### src/rtl/button_event_queue.sv
// Button front end: per-button synchroniser + debouncer feeding a 4-deep press-event FIFO.
// The CPU reads the head through evt_out and pops it on a rising edge of ack.

module button_debounce #(
    parameter int DEB_CYCLES = 50000,
    parameter int DEB_W      = 16
) (
    input  logic clk,
    input  logic reset,
    input  logic i_btn,
    output logic o_level,
    output logic o_press
);
    logic [1:0]       r_sync;
    logic [1:0]       r_vld;
    logic [DEB_W-1:0] r_cnt;
    logic             r_level;
    logic             r_armed;
    logic [DEB_W-1:0] w_cnt_inc;
    logic             w_flip;

    assign w_cnt_inc = r_cnt + DEB_W'(1);
    assign w_flip    = (r_sync[1] != r_level) && (w_cnt_inc == DEB_W'(DEB_CYCLES));

    // A button held through reset stays unarmed until the synchroniser sees it released,
    // so the first debounced rise after reset cannot turn into an event.
    always_ff @(posedge clk or negedge reset) begin
        if (!reset) begin
            r_sync  <= '0;
            r_vld   <= '0;
            r_cnt   <= '0;
            r_level <= 1'b0;
            r_armed <= 1'b0;
        end else begin
            r_sync  <= {r_sync[0], i_btn};
            r_vld   <= {r_vld[0], 1'b1};
            r_armed <= r_armed | (r_vld[1] & ~r_sync[1]);
            if (r_sync[1] == r_level) begin
                r_cnt <= '0;
            end else if (w_flip) begin
                r_cnt   <= '0;
                r_level <= ~r_level;
            end else begin
                r_cnt <= w_cnt_inc;
            end
        end
    end

    assign o_level = r_level;
    assign o_press = w_flip & ~r_level & r_armed;
endmodule

module button_event_queue #(
    parameter int DEB_CYCLES = 50000,
    parameter int DEB_W      = 16
) (
    input  logic       clk,
    input  logic       reset,
    input  logic [3:0] btn,
    input  logic       ack,
    output logic [7:0] evt_out,
    output logic [3:0] btn_level
);
    logic [3:0]      w_press;
    logic [3:0]      r_pending;
    logic [3:0]      w_clr;
    logic [1:0]      w_code;
    logic            w_push;
    logic            w_pop;
    logic            w_write;
    logic            w_ovf_set;
    logic            w_valid;
    logic            r_ack_d;
    logic [3:0][1:0] r_mem;
    logic [1:0]      r_wp;
    logic [1:0]      r_rp;
    logic [2:0]      r_count;
    logic            r_ovf;

    for (genvar i = 0; i < 4; i++) begin : g_btn
        button_debounce #(.DEB_CYCLES(DEB_CYCLES), .DEB_W(DEB_W)) u_deb (
            .clk     (clk),
            .reset   (reset),
            .i_btn   (btn[i]),
            .o_level (btn_level[i]),
            .o_press (w_press[i])
        );
    end

    // Lowest-index pending press wins the single push slot each cycle.
    always_comb begin
        w_code = 2'd0;
        w_clr  = 4'b0000;
        if (r_pending[0])      begin w_code = 2'd0; w_clr = 4'b0001; end
        else if (r_pending[1]) begin w_code = 2'd1; w_clr = 4'b0010; end
        else if (r_pending[2]) begin w_code = 2'd2; w_clr = 4'b0100; end
        else if (r_pending[3]) begin w_code = 2'd3; w_clr = 4'b1000; end
    end

    assign w_push    = |r_pending;
    assign w_valid   = (r_count != 3'd0);
    assign w_pop     = ack & ~r_ack_d & w_valid;
    assign w_write   = w_push & ((r_count != 3'd4) | w_pop);
    assign w_ovf_set = w_push & (r_count == 3'd4) & ~w_pop;

    always_ff @(posedge clk or negedge reset) begin
        if (!reset) begin
            r_pending <= '0;
            r_ack_d   <= 1'b0;
            r_mem     <= '0;
            r_wp      <= '0;
            r_rp      <= '0;
            r_count   <= '0;
            r_ovf     <= 1'b0;
        end else begin
            r_pending <= (r_pending & ~w_clr) | w_press;
            r_ack_d   <= ack;
            if (w_write) begin
                r_mem[r_wp] <= w_code;
                r_wp        <= r_wp + 2'd1;
            end
            if (w_pop) r_rp <= r_rp + 2'd1;
            r_count <= r_count + {2'b00, w_write} - {2'b00, w_pop};
            if (w_ovf_set)  r_ovf <= 1'b1;
            else if (w_pop) r_ovf <= 1'b0;
        end
    end

    assign evt_out = {w_valid, r_ovf, r_count, 1'b0, (w_valid ? r_mem[r_rp] : 2'b00)};
endmodule

### config.mk
export PLATFORM = sky130hd
export DESIGN_NAME = button_event_queue
export DESIGN_NICKNAME = d
export VERILOG_FILES = /design/src/rtl/button_event_queue.sv
export SDC_FILE = /design/constraint.sdc
export NUM_CORES = 1
export LEC_CHECK = 0
export ABC_AREA = 0
export CAP_MARGIN = 30
export CORE_ASPECT_RATIO = 0.5
export CORE_UTILIZATION = 60
export CTS_BUF_LIST = sky130_fd_sc_hd__clkbuf_16
export DETAILED_ROUTE_END_ITERATION = 7
export GPL_TIMING_DRIVEN = 0
export PLACE_DENSITY = 0.87
export SLEW_MARGIN = 20
export SYNTH_ARGS = -nofsm -noshare
export SYNTH_HDL_FRONTEND = slang
export SYNTH_HIERARCHICAL = 1
export SYNTH_SLANG_ARGS = --single-unit
### constraint.sdc
create_clock -name clk -period 2.6 [get_ports clk]
set_clock_uncertainty 0.1 [all_clocks]
set_input_delay 0.52 -clock clk [delete_from_list [all_inputs] [get_ports clk]]
set_output_delay 0.52 -clock clk [all_outputs]
set_load 0.02 [all_outputs]
# After elaboration in Yosys (flattened, before gate mapping)
# Cells that the tools add are included.
# word_totals
register_bits	109
wordCells	130
out_inout_bits	12
# classes
eq_ne	14
bitwise_logic	39
n_reduce_logical	12
n_lt_le_gt_ge	3
addsub	8
muxes	24
# op_table
op	count
16-bit two-way mux	8
16-bit by 1-bit adder with 16-bit output, second input constant	4
16-bit == test, second input constant	4
1-bit AND	17
4-bit two-way mux	4
2-bit two-way mux	7
1-bit NOT	14
8-bit bitwise mux	1
2-bit AND reduction	4
2-bit by 3-bit < comparator with 1-bit output, second input constant	2
1-bit logical AND	5
1-bit OR	5
2-bit by 1-bit adder with 2-bit output, second input constant	2
4-bit AND	1
2-bit binary-select mux with 2-bit select	1
2-bit demux with 2-bit select	1
1-bit == test	4
1-bit != test	4
4-bit NOT	1
4-bit OR	1
4-bit OR reduction	1
3-bit by 1-bit adder with 3-bit output	1
3-bit == test, second input constant	1
3-bit != test, second input constant	1
other kinds (5)	6

# Logic depth before layout (Yosys ltp)
# depth
depth_word	7
mapped_depth	8
depth_no_buf	8

# Cells and area by module
# Netlist, hierarchy kept.
# by_module_without_submodules
module	area_each_um2	seq_area_each_um2	cells_each	n_inst
button_debounce	1134.8	550.5	113	4
button_event_queue	1091.0	525.5	85	1

# Worst setup path after synthesis
# OpenSTA, ideal clock, no wires.
# synth_timing
kind	flip-flop to flip-flop
startpoint	reg r_count[1]
endpoint	reg r_count[2]
synth_period_minus_slack_ns	2.408
path_stages_with_launch	9
arrival_ns	2.177
path_slack_ns	0.192
n_path_buf	0
required_time_ns	2.369
path_cell_list	dfrtp_1 nor3_1 nor2_1 ha_1 inv_1 ha_1 fa_1 xor2_1 xnor2_1
# synth_between
elab_chain_cells	6
# synth_rtl
item	line	rtl
start, declared	77	logic [2:0] r_count;
start signal, assigned	123	r_count <= r_count + {2'b00, w_write} - {2'b00, w_pop};
3-bit nonzero test *	101	assign w_valid = (r_count != 3'd0);
1-bit AND *	102	assign w_pop = ack & ~r_ack_d & w_valid;
net w_pop	69	logic w_pop;
1-bit OR	103	assign w_write = w_push & ((r_count != 3'd4) | w_pop);
1-bit AND	103	
3-bit by 1-bit adder with 3-bit output	123	
3-bit by 1-bit subtractor with 3-bit output *	123	
# Mark *: on every way through the listed nets, which the timed path passes. The rest lies on a longest branch.
# A chain may end at the register's enable or synchronous reset.

# Final worst setup path
# layout_timing
startpoint	reg r_count[1]
endpoint	out evt_out[7]
# layout_between
elab_chain_cells	1
# layout_rtl
item	line	rtl
3-bit nonzero test	101	
end, declared	61	output logic [7:0] evt_out,
# No other way between the ends.

==> flow_summary.ini <==
[die]
initial_utilization = 0.633
core_sq_um = 8890
die_w_um = 139
pin_count = 19
num_rows = 24
dieArea_sq_um = 9800
dieHeight_um = 70.5

[global_route]
grt_pass1_wl_um = 18100
track_usage = 0.235
gr-total-overflow = 0
antenna_found_initial = 0
first_global_vias = 3785
grt_max_degree = 64

[critical_path]
crit_fanout = 5
reg2reg_from = g_btn[3].u_deb/r_cnt[0]
startpoint = r_count[1]
worstPathArrival_ns = 1.87
critPathMaxStageDelay_ns = 0.52
end_kind = output port
cp_cell_sequence = nor3_2 -> inv_1 -> buf_4 -> clkdlybuf4s50_1
rr_worst_depth = 8
cp_slowest_cell = clkdlybuf4s50_1
r2r-end = g_btn[3].u_deb/o_level
cp_data_required_time_ns = 1.98
crit_type = reg2out
worst_setup_path_start_kind = flop
r2r_setup_slack_ns = 0.13
crit_end = evt_out[7]

[layout]
layout_commonest_cell = dfrtp_1
syn_to_final_growth_pct = 13.9
fin_area_sq_um = 6410
layout_common_cells = 109 x dfrtp_1, 54 x nor2_1, 42 x xnor2_1, 35 x xor2_1, 35 x nor3_1
layout-drive-gt1-share = 0.113
fill_cells = 596
nets = 600
antenna_cells = 0

[synth]
synth_mux_area_frac = 0.0267
synth_xor_area_frac = 0.120
yosys_warnings = 6
syn_area_sq_um = 5630
syn_inst = 537
post_synth_fa_ha_maj_area_fraction = 0.0347
post_synth.cell_area_avg_sq_um = 10.5
yosys-top-cells-area = dfrtp_1 48%, xnor2_1 6.5%, xor2_1 5.4%, nor2_1 3.7%, nor3_1 3.4%
yosysSeqAreaShare = 0.484
synth.net_count = 559
synth-compound-area-share = 0.0613
synth_top_area_share = 0.484
synth.ff_latch_count = 109
synth_top_family_by_area = simple AND/OR/NAND/NOR gates
synth_area_leader_cell = dfrtp_1
synthSimpleGateAreaFrac = 0.238
yosysUniqueCellTypes = 46

[detailed_routing]
vias = 4049
drc = 0
drtIter0Drc = 306
wirelength_um = 10700
dr.pass1.iters = 7
wl_per_cell_um = 15.3
drtAntennaViolNets = 0
viasPerCell = 5.78

[timing]
slew_violations = 0
finalSetupTns_ns = 0
worst_slew_pin_slew_ns = 0.749
layout_min_cycle_time_ns = 2.49
fmax_ghz = 0.401
period_share = 0.958
finalSetupViolations = 0
finalWorstSetupSlack_ns = 0.108
max_slew_margin = 0.497
hold_viol = 0

[cts]
cts.clk_slew.worst_paths_ns = 0.07
tritoncts = yes
htree_levels = 3
clock_latency_ns = 0.34
cts_num_sinks = 109
postCtsHoldBufs = 0
clockBufferDepth = 2
numCtsBuffers = 9
root_buffer = clkbuf_16

[power_and_ir_drop]
p_leak_nw = 2.90
ir_drop_uv = 320
p_per_area_nw_per_um2 = 585

[place]
port_buffers = 17
pre_cts_slack_ns = -0.253
place.gp.congestion = 0.861
dpl_cell_area_sq_um = 5980
dpl.hpwl_um = 6770

[hold_path]
hold_class = in2async

[job]
drv_cap = 0

[run_status]
status = complete, no violations
-- metal layers --
layer  part of all wire  global-route usage  routed length [um]  up-vias
met5                  0                   0                   0        -
met4             0.0095              0.0642                 102        0
met3              0.042              0.0514                 447       13
met2               0.49               0.389                5250      103
met1               0.46               0.318                4930     1981
li1                   -                   -                   -     1952
-- per-stage QoR --
| stage | instances | utilization | hold WS (ns) | total power [mW] |
|---|---|---|---|---|
| final | 700 | 0.721 | 0.000437 | 3.75 |
| after global routing | 700 | 0.721 | 0.0308 | 3.91 |
| after CTS | 688 | 0.710 | 0.0114 | 3.78 |
| after detailed placement | 672 | 0.672 | 0.236 | 2.27 |
| after global placement | 671 | 0.669 | 0.231 | 2.25 |
| after floorplan | 537 | - | 0.124 | 2.11 |
-- where the power goes --
| part | internal, mW | switching, mW |
|---|---|---|
| logic | 0.179 | 0.206 |
| clock network | 0.861 | 0.644 |
| registers | 1.76 | 0.0934 |
-- kinds of logic after synthesis --
group	count (synthesis)
AND/OR/NAND/NOR	231
flip-flops	109
XOR/XNOR	77
AO/OA/AOI/OAI	46
buffers and inverters	43
adder cells (fa/ha/maj)	15
multiplexers	11
other	5
-- state kept, by name, indices dropped and copies added, names as in the netlist --
register and count:
g_btn.u_deb/r_cnt 64, g_btn.u_deb/r_sync 8, g_btn.u_deb/r_vld 8, r_mem 8, g_btn.u_deb/o_level 4, g_btn.u_deb/r_armed 4
r_pending 4, r_count 3, r_rp 2, r_wp 2, r_ack_d 1, r_ovf 1
-- how the worst min path moves through the flow --
| stage | startpoint | endpoint |
|---|---|---|
| after floorplan | reset | g_btn[0].u_deb/o_level |
| after global placement | g_btn[3].u_deb/r_vld[0] | g_btn[3].u_deb/r_vld[1] |
| after detailed placement | g_btn[0].u_deb/r_vld[0] | g_btn[0].u_deb/r_vld[1] |
| after CTS | reset | g_btn[0].u_deb/r_cnt[6] |
| after global routing | reset | g_btn[0].u_deb/r_cnt[1] |
| final | reset | g_btn[0].u_deb/r_cnt[5] |
-- critical path, delay by kind of cell (launching register included) --
family	cells	cell delay, ns
buffers and inverters	3	0.72
flip-flops	1	0.46
AND/OR/NAND/NOR	1	0.35
-- cells in the mapped netlist (all sizes together) --
library cell and number:
o21ai 1, nand3 32, fa 1, o31ai 5, mux4 2, nand2 24
a21boi 4, a21oi 11, xnor2 42, xor2 35, or4 1, buf 7
nor3b 14, a31oi 4, and2 4, nor2b 2, and3b 4, clkbuf 12
o2111ai 4, and3 8, inv 24, nor2 55, ha 14, nand4 16
conb 5, o21a 4, dfrtp 109, mux2 9, nor3 42, o32ai 4
a211oi 4, and4 4, nor4 13, nor4b 4, a21o 5, and4b 4
nand2b 4
-- what timing repair did --
action	CTS	global route
gates resized for setup	3	4
setup endpoints to repair	3	9
pin swaps	0	4
setup buffers	0	12
-- layout make-up --
| cell class | count | area, sq um | area share |
|---|---|---|---|
| Multi-Input combinational cell | 385 | 2750 | 0.428 |
| Sequential cell | 109 | 2730 | 0.425 |
| Timing Repair Buffer | 30 | 287 | 0.0447 |
| Clock buffer | 9 | 225 | 0.0351 |
| Tap cell | 117 | 146 | 0.0228 |
| Clock inverter | 7 | 104 | 0.0162 |
| Inverter | 24 | 90.1 | 0.0140 |
| Buffer | 19 | 87.6 | 0.0137 |
(Power assumes the default switching activity.)
